<file path="src/rtl/stop_watch_pkg.sv">
// Shared types and constants for the centisecond stopwatch.
// The BCD increment helper keeps every digit legal BCD through the carry chain.
package stop_watch_pkg;

   typedef enum logic [1:0] {
      StIdle  = 2'd0,
      StRun   = 2'd1,
      StPause = 2'd2
   } sw_state_e;

   localparam int unsigned TIME_W     = 24;
   localparam int unsigned DIGIT_W    = 4;
   localparam int unsigned NUM_DIGITS = TIME_W / DIGIT_W;

   localparam logic [DIGIT_W-1:0] DIGIT_MAX_UNITS = 4'd9;
   localparam logic [DIGIT_W-1:0] DIGIT_MAX_TENS  = 4'd5;
   localparam logic [TIME_W-1:0]  ZERO_TIME       = '0;

   // Digit order from LSB: C0, C1, S0, S1, M0, M1; S1 and M1 roll over at 5.
   function automatic logic [TIME_W-1:0] bcd_time_inc(input logic [TIME_W-1:0] t);
      logic [TIME_W-1:0]  r;
      logic               carry;
      logic [DIGIT_W-1:0] d;
      logic [DIGIT_W-1:0] dmax;
      r     = t;
      carry = 1'b1;
      for (int i = 0; i < NUM_DIGITS; i++) begin
         d    = t[i*DIGIT_W +: DIGIT_W];
         dmax = (i == 3 || i == 5) ? DIGIT_MAX_TENS : DIGIT_MAX_UNITS;
         if (carry) begin
            if (d == dmax) begin
               d = '0;
            end else begin
               d     = d + 1'b1;
               carry = 1'b0;
            end
         end
         r[i*DIGIT_W +: DIGIT_W] = d;
      end
      return r;
   endfunction

endpackage

</file>
<file path="src/rtl/btn_falling_edge.sv">
// Active-low push-button press detector: one sync flop plus a delay flop,
// producing a single-cycle pulse on each high-to-low transition.
module btn_falling_edge (
   input  logic i_clk,
   input  logic i_rst,
   input  logic i_btn_n,
   output logic o_press
);

   logic r_sync;
   logic r_dly;

   always_ff @(posedge i_clk) begin
      if (i_rst) begin
         r_sync <= 1'b1;
         r_dly  <= 1'b1;
      end else begin
         r_sync <= i_btn_n;
         r_dly  <= r_sync;
      end
   end

   assign o_press = r_dly & ~r_sync;

endmodule

</file>
<file path="src/rtl/stop_watch.sv">
// Centisecond stopwatch with start/pause, stop/clear and lap record buttons.
// Define STOPWATCH_RECORD_EN to build the lap record register.
module stop_watch
   import stop_watch_pkg::*;
#(
   parameter int unsigned TICK_DIV = 500000
) (
   input  logic              Clk,
   input  logic              Rst,
   input  logic              fStart,
   input  logic              fStop,
   input  logic              fRecord,
   output logic [TIME_W-1:0] oTime,
   output logic [TIME_W-1:0] oRecord
);

   localparam int unsigned PRESC_W = $clog2(TICK_DIV);
   localparam logic [PRESC_W-1:0] PRESC_LAST = PRESC_W'(TICK_DIV - 1);

   logic              w_start_press;
   logic              w_stop_press;
   logic              w_record_press;
   sw_state_e         r_state;
   sw_state_e         w_state_nxt;
   logic [PRESC_W-1:0] r_presc;
   logic [TIME_W-1:0] r_time;
   logic [TIME_W-1:0] w_time_inc;
   logic              w_tick;

   btn_falling_edge u_btn_start (
      .i_clk   (Clk),
      .i_rst   (Rst),
      .i_btn_n (fStart),
      .o_press (w_start_press)
   );

   btn_falling_edge u_btn_stop (
      .i_clk   (Clk),
      .i_rst   (Rst),
      .i_btn_n (fStop),
      .o_press (w_stop_press)
   );

   btn_falling_edge u_btn_record (
      .i_clk   (Clk),
      .i_rst   (Rst),
      .i_btn_n (fRecord),
      .o_press (w_record_press)
   );

   always_ff @(posedge Clk) begin
      if (Rst) begin
         r_state <= StIdle;
      end else begin
         r_state <= w_state_nxt;
      end
   end

   // Stop overrides start in the same cycle.
   always_comb begin
      w_state_nxt = r_state;
      if (w_stop_press) begin
         w_state_nxt = StIdle;
      end else if (w_start_press) begin
         unique case (r_state)
            StIdle:  w_state_nxt = StRun;
            StRun:   w_state_nxt = StPause;
            StPause: w_state_nxt = StRun;
            default: w_state_nxt = StIdle;
         endcase
      end
   end

   always_comb begin
      w_tick     = (r_state == StRun) && (r_presc == PRESC_LAST);
      w_time_inc = bcd_time_inc(r_time);
   end

   always_ff @(posedge Clk) begin
      if (Rst || w_stop_press || r_state == StIdle) begin
         r_presc <= '0;
      end else if (r_state == StRun) begin
         r_presc <= w_tick ? '0 : r_presc + 1'b1;
      end
   end

   always_ff @(posedge Clk) begin
      if (Rst || w_stop_press) begin
         r_time <= ZERO_TIME;
      end else if (w_tick) begin
         r_time <= w_time_inc;
      end
   end

   assign oTime = r_time;

`ifdef STOPWATCH_RECORD_EN
   logic [TIME_W-1:0] r_record;

   // Captures the pre-increment time when a tick lands in the same cycle.
   always_ff @(posedge Clk) begin
      if (Rst || w_stop_press) begin
         r_record <= ZERO_TIME;
      end else if (w_record_press && r_state != StIdle) begin
         r_record <= r_time;
      end
   end

   assign oRecord = r_record;
`else
   logic w_unused_record;
   assign w_unused_record = w_record_press;
   assign oRecord         = ZERO_TIME;
`endif

endmodule

</file>
<file path="config.mk">
export PLATFORM = sky130hd
export DESIGN_NAME = stop_watch
export DESIGN_NICKNAME = d
export VERILOG_FILES = /design/src/rtl/stop_watch_pkg.sv /design/src/rtl/btn_falling_edge.sv /design/src/rtl/stop_watch.sv
export SDC_FILE = /design/constraint.sdc
export NUM_CORES = 1
export LEC_CHECK = 0
export ABC_AREA = 0
export CAP_MARGIN = 10
export CORE_MARGIN = 2
export CORE_UTILIZATION = 36
export DETAILED_ROUTE_END_ITERATION = 12
export HOLD_SLACK_MARGIN = 0.15
export PLACE_DENSITY = 0.73
export SYNTH_ARGS = -nofsm -noshare
export SYNTH_HDL_FRONTEND = slang
export SYNTH_SLANG_ARGS = --single-unit
</file>
<file path="constraint.sdc">
create_clock -name Clk -period 2 [get_ports Clk]
set_input_delay 0.4 -clock Clk [delete_from_list [all_inputs] [get_ports Clk]]
set_output_delay 0.4 -clock Clk [all_outputs]
set_load 0.005 [all_outputs]
</file>
==> results_dict.tcl <==
set metrics [dict create \
    status "finished with violations" \
    violations "setup timing" \
    p_int_uw 1256 \
    ys_async_sr_fraction_pct 0 \
    routed-via-count 2040 \
    timing_hold_violations_final 0 \
    p_seq_share_pct 59.9 \
    postCtsHoldBufs 0 \
    ir_drop_uv 285.9 \
    period_needed_ns 2.006 \
    finalPower_uw 1643 \
    final_common_cell "dfxtp_1" \
    ant_nets 0 \
    ys.flop_type "dfxtp_1" \
    setup.reg_to_reg.worst_slack_ns -0.006 \
    synth_area_um2 2511 \
    dp_hpwl_um 3739 \
    num-fill-cells 640 \
    synth_top_area_share_pct 39.06 \
    holdPathEnd "u_btn_start.r_dly$_SDFF_PP1_" \
    path_max_fanout 7 \
    layout_common_cells "dfxtp_1, nor2_1, clkdlybuf4s50_1" \
    final_max_slew_viol_count 0 \
    r2r_end "oTime[15]$_SDFFE_PP0P_" \
    cts_root_buffer "clkbuf_8" \
    area_delta_synth_final_pct 25.96 \
    p_leak_uw 0.001189 \
    drc 0 \
    fp.dieW_um 87.52 \
    layout_setup_ws_ns -0.005670 \
    rows 30 \
    syn_avg_cell_area_um2 8.811 \
    synth_area_leaders "dfxtp_1, buf_4, xor2_1" \
    grt_max_degree 17 \
    instances_no_fill 425 \
    clock_skew_ns 0.01468 \
    synth-seq-cells 49 \
    synth_top_cell_by_area "dfxtp_1" \
    required_ns 2.27 \
    dr.first_iter.drc_count 47 \
    critPathCaptureType "flip-flop" \
    wire_per_inst_um 11.69 \
    avgViaCountPerCell 4.800 \
    grt_overflow_total 0 \
    clock_path_buffers 2 \
    place_congestion 0.8097 \
    period_share_pct 100.3 \
    crit_start "r_presc[11]$_SDFFE_PP0N_" \
    antenna_found_initial 0 \
    setup_viol 1 \
    min-delay-start "u_btn_start.r_sync$_SDFF_PP1_" \
    dieHeight_um 87.52 \
    port-buffer-count 27 \
    worstReg2RegStart "r_presc[11]$_SDFFE_PP0N_" \
    cts_max_level 2 \
    reg2regPathDepth 6 \
    drt_pass1_iterations 4 \
    synth.yosys.seq_area_share_pct 39.06 \
    comb_power_share_pct 4.2 \
    cts_buffers 5 \
    clk_latency_ns 0.31 \
    routed_wl_um 4968 \
    die_area_um2 7660 \
    path_class "flip-flop to flip-flop" \
    fmax_mhz 498.6 \
    layout-drive-gt1-share_pct 19.71 \
    cp-start-kind "flip-flop" \
    p_switching_uw 387.4 \
    place_inst 413 \
    clk_pin_slew_ns 0.10 \
    worstHoldPathCells 1 \
    initial_core_util_pct 37.17 \
    switching_share_pct 23.57 \
    yosysWarnings 0 \
    grt_pass1_vias 1927 \
    grt_pass1_wl_um 8404 \
    io_pins 53 \
    met1_length_um 2275 \
    p_per_area_nw_per_um2 519.6 \
    wl_met2_um 2452 \
    hold_class "flip-flop to flip-flop" \
    fin_setup_tns_ns -0.005670 \
    clock-sinks 49 \
    pwr-share-clk_pct 35.9 \
    antennaDiodeCount 0 \
    ys_types 56 \
    synth-edff-count 0 \
    rsz0062_at_grt "true" \
    core_area_um2 6756 \
    grt_usage_pct 13.72 \
    final_nets 350 \
    utilization_pct 46.81 \
    tritoncts "done" \
    wl_met3_um 159 \
    crit_arrival_ns 2.27 \
    max-cap-violations 0 \
    maxUsedRoutingLayer "met4" \
    syn_inst 285 \
]
synth_stat cells, drive strengths merged, types with 2 or more instances:
cell and n:
a21oi 15, and2 4, and3 3, and4 2, buf 29, clkbuf 3, dfxtp 49, inv 8
mux2i 6, nand2 25, nand2b 2, nand3 9, nand3b 4, nand4 9, nand4b 2, nand4bb 3
nor2 37, nor2b 6, nor3 2, nor3b 4, nor4 3, o211ai 3, o21ai 4, o31ai 2
or2 5, or3 2, or4 2, or4b 2, xnor2 5, xor2 19
through the flow:
| stage | instance area (µm²) | worst slack, ns | hold WS, ns |
|---|---|---|---|
| after floorplan | 2597 | 0.09575 | 0.4150 |
| after global placement | 2977 | -0.0007963 | 0.4292 |
| after detailed placement | 2977 | -0.03389 | 0.4405 |
| after CTS | 3089 | -0.01135 | 0.4635 |
| after global routing | 3163 | -0.07991 | 0.4759 |
| final | 3163 | -0.005670 | 0.4593 |
final cells by class:
class | instances | area [µm²] | area share (%)
Timing Repair Buffer | 61 | 564.3 | 17.84
Inverter | 8 | 30.03 | 0.9494
Multi-Input combinational cell | 219 | 1396 | 44.15
Clock inverter | 3 | 21.27 | 0.6725
Clock buffer | 5 | 68.82 | 2.176
Sequential cell | 49 | 982.2 | 31.05
Tap cell | 80 | 100.1 | 3.165
how the worst max path moves through the flow:
stage / end / depth (start not counted)
after CTS: oTime[15]$_SDFFE_PP0P_ / 6
after global placement: oTime[3]$_SDFFE_PP0P_ / 6
after global routing: oTime[5]$_SDFFE_PP0P_ / 6
final: oTime[15]$_SDFFE_PP0P_ / 6
after floorplan: oTime[15]$_SDFFE_PP0P_ / 8
after detailed placement: oTime[5]$_SDFFE_PP0P_ / 6
what timing repair did:
| action | 4_1_cts | 5_1_grt |
|---|---|---|
| setup buffers | 2 | 2 |
| setup endpoints to repair | 4 | 11 |
| endpoints found under the hold margin | 0 | 0 |
| resized for setup | 2 | 15 |
| pin swaps | 0 | 4 |
layer usage:
metal / vias to the layer above / GRT usage (%)
met5: - / 0
met1: 941 / 16.29
met4: 0 / 5.035
met3: 7 / 2.844
li1: 1052 / -
met2: 40 / 24.31
power by group through the flow:
stage               Combinational (µW)  Clock [µW]  Sequential (µW)
floorplan                         73.8           0             1010
global placement                  68.2           0             1010
detailed placement                68.2           0             1010
CTS                               68.5         615              984
global route                      78.7         652              985
finish                            68.7         591              984
sequential cells by signal, indices dropped and copies added (netlist names):
signal / count
u_btn_start.r_sync: 1
r_presc: 19
u_btn_stop.r_dly: 1
r_state: 2
u_btn_stop.r_sync: 1
oTime: 24
u_btn_start.r_dly: 1
cells by family (layout without fill, tap and decap cells):
kind of cell             after synthesis  after routing  share of synthesized area (%)
XOR/XNOR                              24             24                          8.371
flip-flops                            49             49                          39.06
adder cells (fa/ha/maj)                1              1                         0.4982
buffers and inverters                 40             77                          10.31
other                                  1             24                         0.1493
AO/OA/AOI/OAI                         33             33                          8.770
multiplexers                           7              7                          2.840
AND/OR/NAND/NOR                      130            130                          29.99
worst max-delay path, stage by stage, from the launching register on:
cell and delay (ns):
dfxtp_2 0.33, or4b_4 0.55, nor4_4 0.25, nand3_2 0.14, buf_6 0.16, or4_4 0.46, nand2_1 0.07
(Power assumes the default switching activity.)
